===== config.mk =====
export PLATFORM = sky130hd
export DESIGN_NAME = uart_rx_flat
export DESIGN_NICKNAME = d
export VERILOG_FILES = /design/src/rtl/uart_rx_if.sv /design/src/rtl/uart_rx.sv /design/src/flat_wrapper.sv
export SDC_FILE = /design/constraint.sdc
export NUM_CORES = 1
export LEC_CHECK = 0
export CORE_UTILIZATION = 61
export CTS_CLUSTER_SIZE = 14
export DETAILED_ROUTE_END_ITERATION = 10
export GPL_ROUTABILITY_DRIVEN = 0
export GPL_TIMING_DRIVEN = 0
export PLACE_DENSITY_LB_ADDON = 0.3
export SYNTH_ARGS = -nofsm -noshare
export SYNTH_HDL_FRONTEND = slang
export SYNTH_SLANG_ARGS = --single-unit

===== constraint.sdc =====
create_clock -name clk -period 4.8 [get_ports clk]
set_clock_uncertainty 0.15 [all_clocks]
set_input_delay 0.96 -clock clk [delete_from_list [all_inputs] [get_ports clk]]
set_output_delay 0.96 -clock clk [all_outputs]
set_load 0.01 [all_outputs]

===== src/rtl/uart_rx_if.sv =====
// Ready/valid byte channel between the UART receiver and its consumer.
// Field names match the transmitter's channel so the same stages attach to either.
interface uart_rx_if;
  logic [7:0] data;
  logic       valid;
  logic       ready;

  modport master (output data, output valid, input ready);
  modport slave  (input data, input valid, output ready);
endinterface


===== src/rtl/uart_rx.sv =====
// UART receiver: 1 start, 8 data bits LSB first, stop bit checked once at mid-bit.
// Byte delivered on a ready/valid channel; framing error and overrun are one-cycle pulses.
module uart_rx #(
  parameter int CLK_DIV = 434
) (
  input  logic       clk,
  input  logic       reset,
  input  logic       io_rxd,
  uart_rx_if.master  io_channel,
  output logic       io_frame_err,
  output logic       io_overrun
);

  localparam int CW = $clog2(CLK_DIV);
  localparam logic [CW-1:0] HALF_M1 = CW'(CLK_DIV / 2 - 1);
  localparam logic [CW-1:0] FULL_M1 = CW'(CLK_DIV - 1);

  typedef enum logic [2:0] {
    S_IDLE  = 3'd0,
    S_START = 3'd1,
    S_DATA  = 3'd2,
    S_STOP  = 3'd3,
    S_BREAK = 3'd4
  } state_t;

  logic [1:0]    sync_q;
  logic          rx_s;
  state_t        state_q, state_d;
  logic [CW-1:0] cnt_q, cnt_d;
  logic [2:0]    idx_q, idx_d;
  logic [7:0]    shift_q, shift_d;
  logic [7:0]    data_q, data_d;
  logic          valid_q, valid_d;
  logic          ferr_q, ferr_d;
  logic          ovr_q, ovr_d;

  assign rx_s = sync_q[1];

  always_ff @(posedge clk) begin
    if (!reset) begin
      sync_q  <= 2'b11;
      state_q <= S_IDLE;
      cnt_q   <= '0;
      idx_q   <= '0;
      shift_q <= '0;
      data_q  <= '0;
      valid_q <= 1'b0;
      ferr_q  <= 1'b0;
      ovr_q   <= 1'b0;
    end else begin
      sync_q  <= {sync_q[0], io_rxd};
      state_q <= state_d;
      cnt_q   <= cnt_d;
      idx_q   <= idx_d;
      shift_q <= shift_d;
      data_q  <= data_d;
      valid_q <= valid_d;
      ferr_q  <= ferr_d;
      ovr_q   <= ovr_d;
    end
  end

  always_comb begin
    state_d = state_q;
    cnt_d   = cnt_q;
    idx_d   = idx_q;
    shift_d = shift_q;
    data_d  = data_q;
    valid_d = valid_q;
    ferr_d  = 1'b0;
    ovr_d   = 1'b0;

    if (valid_q && io_channel.ready)
      valid_d = 1'b0;

    case (state_q)
      S_IDLE: begin
        if (!rx_s) begin
          cnt_d   = HALF_M1;
          state_d = S_START;
        end
      end
      S_START: begin
        if (cnt_q == '0) begin
          if (rx_s) begin
            state_d = S_IDLE;
          end else begin
            cnt_d   = FULL_M1;
            idx_d   = '0;
            state_d = S_DATA;
          end
        end else begin
          cnt_d = cnt_q - 1'b1;
        end
      end
      S_DATA: begin
        if (cnt_q == '0) begin
          shift_d = {rx_s, shift_q[7:1]};
          cnt_d   = FULL_M1;
          if (idx_q == 3'd7)
            state_d = S_STOP;
          else
            idx_d = idx_q + 1'b1;
        end else begin
          cnt_d = cnt_q - 1'b1;
        end
      end
      S_STOP: begin
        if (cnt_q == '0) begin
          if (rx_s) begin
            // A byte completing on the handshake edge replaces the consumed one.
            if (valid_q && !io_channel.ready) begin
              ovr_d = 1'b1;
            end else begin
              data_d  = shift_q;
              valid_d = 1'b1;
            end
            state_d = S_IDLE;
          end else begin
            ferr_d  = 1'b1;
            state_d = S_BREAK;
          end
        end else begin
          cnt_d = cnt_q - 1'b1;
        end
      end
      S_BREAK: begin
        if (rx_s)
          state_d = S_IDLE;
      end
      default: state_d = S_IDLE;
    endcase
  end

  assign io_channel.data  = data_q;
  assign io_channel.valid = valid_q;
  assign io_frame_err     = ferr_q;
  assign io_overrun       = ovr_q;

endmodule


===== src/flat_wrapper.sv =====
// flat-port wrapper written by rule: the top's interface ports become plain ports
module uart_rx_flat 
#(
  parameter int CLK_DIV = 434
)
  (clk, reset, io_rxd, io_frame_err, io_overrun, io_channel_data, io_channel_valid, io_channel_ready);
  uart_rx_if io_channel_i ();
  input  logic clk;
  input  logic reset;
  input  logic io_rxd;
  output logic io_frame_err;
  output logic io_overrun;
  output wire logic [$bits(io_channel_i.data)-1:0] io_channel_data;
  output wire logic [$bits(io_channel_i.valid)-1:0] io_channel_valid;
  input wire logic [$bits(io_channel_i.ready)-1:0] io_channel_ready;
  assign io_channel_data = io_channel_i.data;
  assign io_channel_valid = io_channel_i.valid;
  assign io_channel_i.ready = io_channel_ready;
  uart_rx #(.CLK_DIV(CLK_DIV)) u_core (.clk(clk), .reset(reset), .io_rxd(io_rxd), .io_channel(io_channel_i), .io_frame_err(io_frame_err), .io_overrun(io_overrun));
endmodule

==> flow_metrics.py <==
metrics = {
    "grt": {
        "grt_pass1_wl_mm": 7.182,
        "grt_pass1_vias": 1505,
        "antenna_found_initial": 0,
        "grt_start_max_net_pins": 12,
        "grt_usage": 0.2898,
        "grt-ovfl-total": 0,
    },
    "clock_tree": {
        "cts_tree": "yes",
        "cts-root-buf": "clkbuf_4",
        "clock_sinks": 36,
        "cts_resized": 0,
        "cts_buffers": 5,
        "clk-insertion-delay-late_ns": 0.34,
        "postCtsSetupBuffers": 0,
        "clkTransAtPathRegs_ns": 0.11,
        "postCtsHoldBufs": 0,
        "htreeDepth": 2,
        "cts.path.max_buffers": 2,
    },
    "sta": {
        "relSlewSlack": 0.4446,
        "fin_ws_ns": 2.404,
        "min_period_ns": 2.396,
        "fmax_mhz": 417.4,
        "setup_viol": 0,
        "final.period_utilization": 0.4991,
        "final-max-slew-violation-count": 0,
        "rsz0062_at_grt": "no",
        "tns_ns": 0,
        "hold_viol": 0,
        "worstMarginPinSlew_ns": 0.8281,
        "worst_hold_slack_ns": 0.2754,
    },
    "critical_path": {
        "path_class": "in2reg",
        "cp_max_fo": 10,
        "r2r_slack_ns": 2.46,
        "cp-startpoint": "reset",
        "cp.arrival_ns": 2.46,
        "reg2reg_depth": 6,
        "crit_path_end_kind": "flip-flop",
        "rr_startpoint": "u_core.cnt_q[0]$_SDFFE_PN0P_",
        "critPathLaunchType": "primary input",
        "rr_endpoint": "u_core.cnt_q[6]$_SDFFE_PN0P_",
        "required_ns": 4.86,
    },
    "min_path": {
        "hold_path_class": "reg2reg",
        "hold_start": "u_core.sync_q[0]$_SDFF_PN1_",
        "holdPathStages": 1,
        "holdPathEnd": "u_core.sync_q[1]$_SDFF_PN1_",
    },
    "yosys": {
        "yosysWarnings": 0,
        "syn_nets": 208,
        "yosysSeqAreaShare": 0.3997,
        "synth_cell_type_count": 54,
        "synth-edff-count": 0,
        "netlist_instances": 201,
        "syn_avg_cell_area_um2": 8.970,
        "syn-cell-area_mm2": 0.001803,
        "ys_async_sr_fraction": 0,
        "synth-seq-cells": 36,
        "synth_top_flop_cell": "dfxtp_1",
    },
    "die": {
        "dieArea_mm2": 0.003177,
        "core_area_mm2": 0.002781,
        "fp.dieW_um": 56.37,
        "chipHeight_um": 56.37,
        "initial_core_util": 0.6482,
        "num_rows": 19,
        "io_pins": 15,
    },
    "job": {
        "max_cap_violations": 0,
    },
    "detailed_routing": {
        "vias": 1679,
        "vias_per_cell": 6.610,
        "drc": 0,
        "wl_mm": 4.189,
        "drtIter0Drc": 108,
        "ant_nets": 0,
        "wire_per_inst_um": 16.49,
        "first_pass_iters": 5,
    },
    "placement": {
        "io_buffers": 14,
        "placedInstanceArea_mm2": 0.001982,
        "dp_hpwl_mm": 2.956,
        "post-place-ws_ns": 2.061,
    },
    "layout": {
        "multiInputGateArea_um2": 992.2,
        "drive_above_1_share": 0.1076,
        "layout_common_cells": "dfxtp_1, a21oi_1, nand2_1, nor2_1, clkdlybuf4s50_1",
        "final_common_cell": "dfxtp_1",
        "stdcell_area_mm2": 0.002058,
        "n_antenna_cell": 0,
        "seqCellArea_um2": 720.7,
        "syn_to_final_growth_pct": 14.16,
        "fin_util": 0.7400,
        "fin_nets": 229,
        "fillerInstances": 202,
    },
    "run_status": {
        "status": "completed",
    },
    "pwr": {
        "pwr_density_cell_mw_per_mm2": 496.0,
        "cellLeakagePower_nw": 0.8069,
        "ir_drop_uv": 460.1,
    },
}
-- critical path, stage by stage --
cell and delay [ns]:
clkdlybuf4s50_1 0.46, inv_1 0.09, clkbuf_1 0.42, clkbuf_1 0.45, a21oi_1 0.09
-- kinds of logic after synthesis --
kind of cell	synth area share
simple gates	0.2512
compound gates	0.2075
flops	0.3997
buf+inv	0.04996
mux	0.06107
fa+ha+maj	0.02082
xor+xnor	0.009717
-- cell usage after synthesis, drive strengths merged (2+ instances only) --
cell	n	area, µm²
a22oi	2	15.01
nor3	6	35.03
o32ai	2	17.52
nand3	11	55.05
clkbuf	9	33.78
nor2b	2	12.51
mux2i	11	110.1
nand4	4	31.28
buf	3	26.27
a21oi	17	85.08
dfxtp	36	720.7
nand2	17	66.32
a211oi	3	27.52
o211ai	3	36.28
or3	2	12.51
nand2b	3	18.77
a31oi	2	12.51
nor2	16	62.56
nand4b	2	17.52
inv	8	30.03
a221oi	4	41.29
nor4	4	46.29
xor2	2	17.52
o21ai	6	30.03
ha	3	37.54
o22ai	4	25.02
nor3b	2	15.01
-- per-stage QoR --
step	cells	power [W]
4_1_cts	254	0.001015
5_1_grt	254	0.001073
3_3_place_gp	246	0.0007825
3_5_place_dp	246	0.0008014
6_report	254	0.001021
2_1_floorplan	201	0.0007063
-- worst max path at each step --
stage	cells after the start	to	slack, ns
after detailed placement	5	u_core.io_channel.data[2]$_SDFFE_PN0P_	2.06
after global routing	5	u_core.io_channel.data[0]$_SDFFE_PN0P_	2.28
final	5	u_core.idx_q[2]$_SDFFE_PN0P_	2.40
after global placement	5	u_core.io_channel.data[4]$_SDFFE_PN0P_	2.09
after CTS	5	u_core.io_channel.data[5]$_SDFFE_PN0P_	2.42
after floorplan	4	u_core.io_channel.data[0]$_SDFFE_PN0P_	2.88
-- per-layer routing --
| metal | vias up | share of wire | GRT usage |
|---|---|---|---|
| li1 | 784 | - | - |
| met1 | 794 | 0.44 | 0.3765 |
| met2 | 84 | 0.45 | 0.4609 |
| met3 | 17 | 0.071 | 0.04608 |
| met4 | 0 | 0.035 | 0.1568 |
| met5 | - | 0 | 0 |
-- state kept, by name (all words and copies together), names as in the netlist --
signal,count
u_core.io_channel.valid,1
u_core.io_frame_err,1
u_core.io_channel.data,8
u_core.state_q,3
u_core.shift_q,8
u_core.io_overrun,1
u_core.idx_q,3
u_core.cnt_q,9
u_core.sync_q,2
-- cell type report --
class / instances / share of cell area
multi-input cells: 145 / 0.4821
flip-flops and latches: 36 / 0.3502
repair buffers: 14 / 0.06809
plain buffers: 12 / 0.02918
clock buffers: 6 / 0.02006
well taps: 31 / 0.01885
clock inverters: 2 / 0.01702
inverters: 8 / 0.01459
-- where the power goes --
group	internal [W]	leakage, nW	switching [W]
clock network	0.000109	0.0422	0.0000987
registers	0.000324	0.291	0.0000420
logic	0.000174	0.473	0.000274
total	0.000607	0.807	0.000414
No activity file was read; power rests on OpenSTA's default activity.
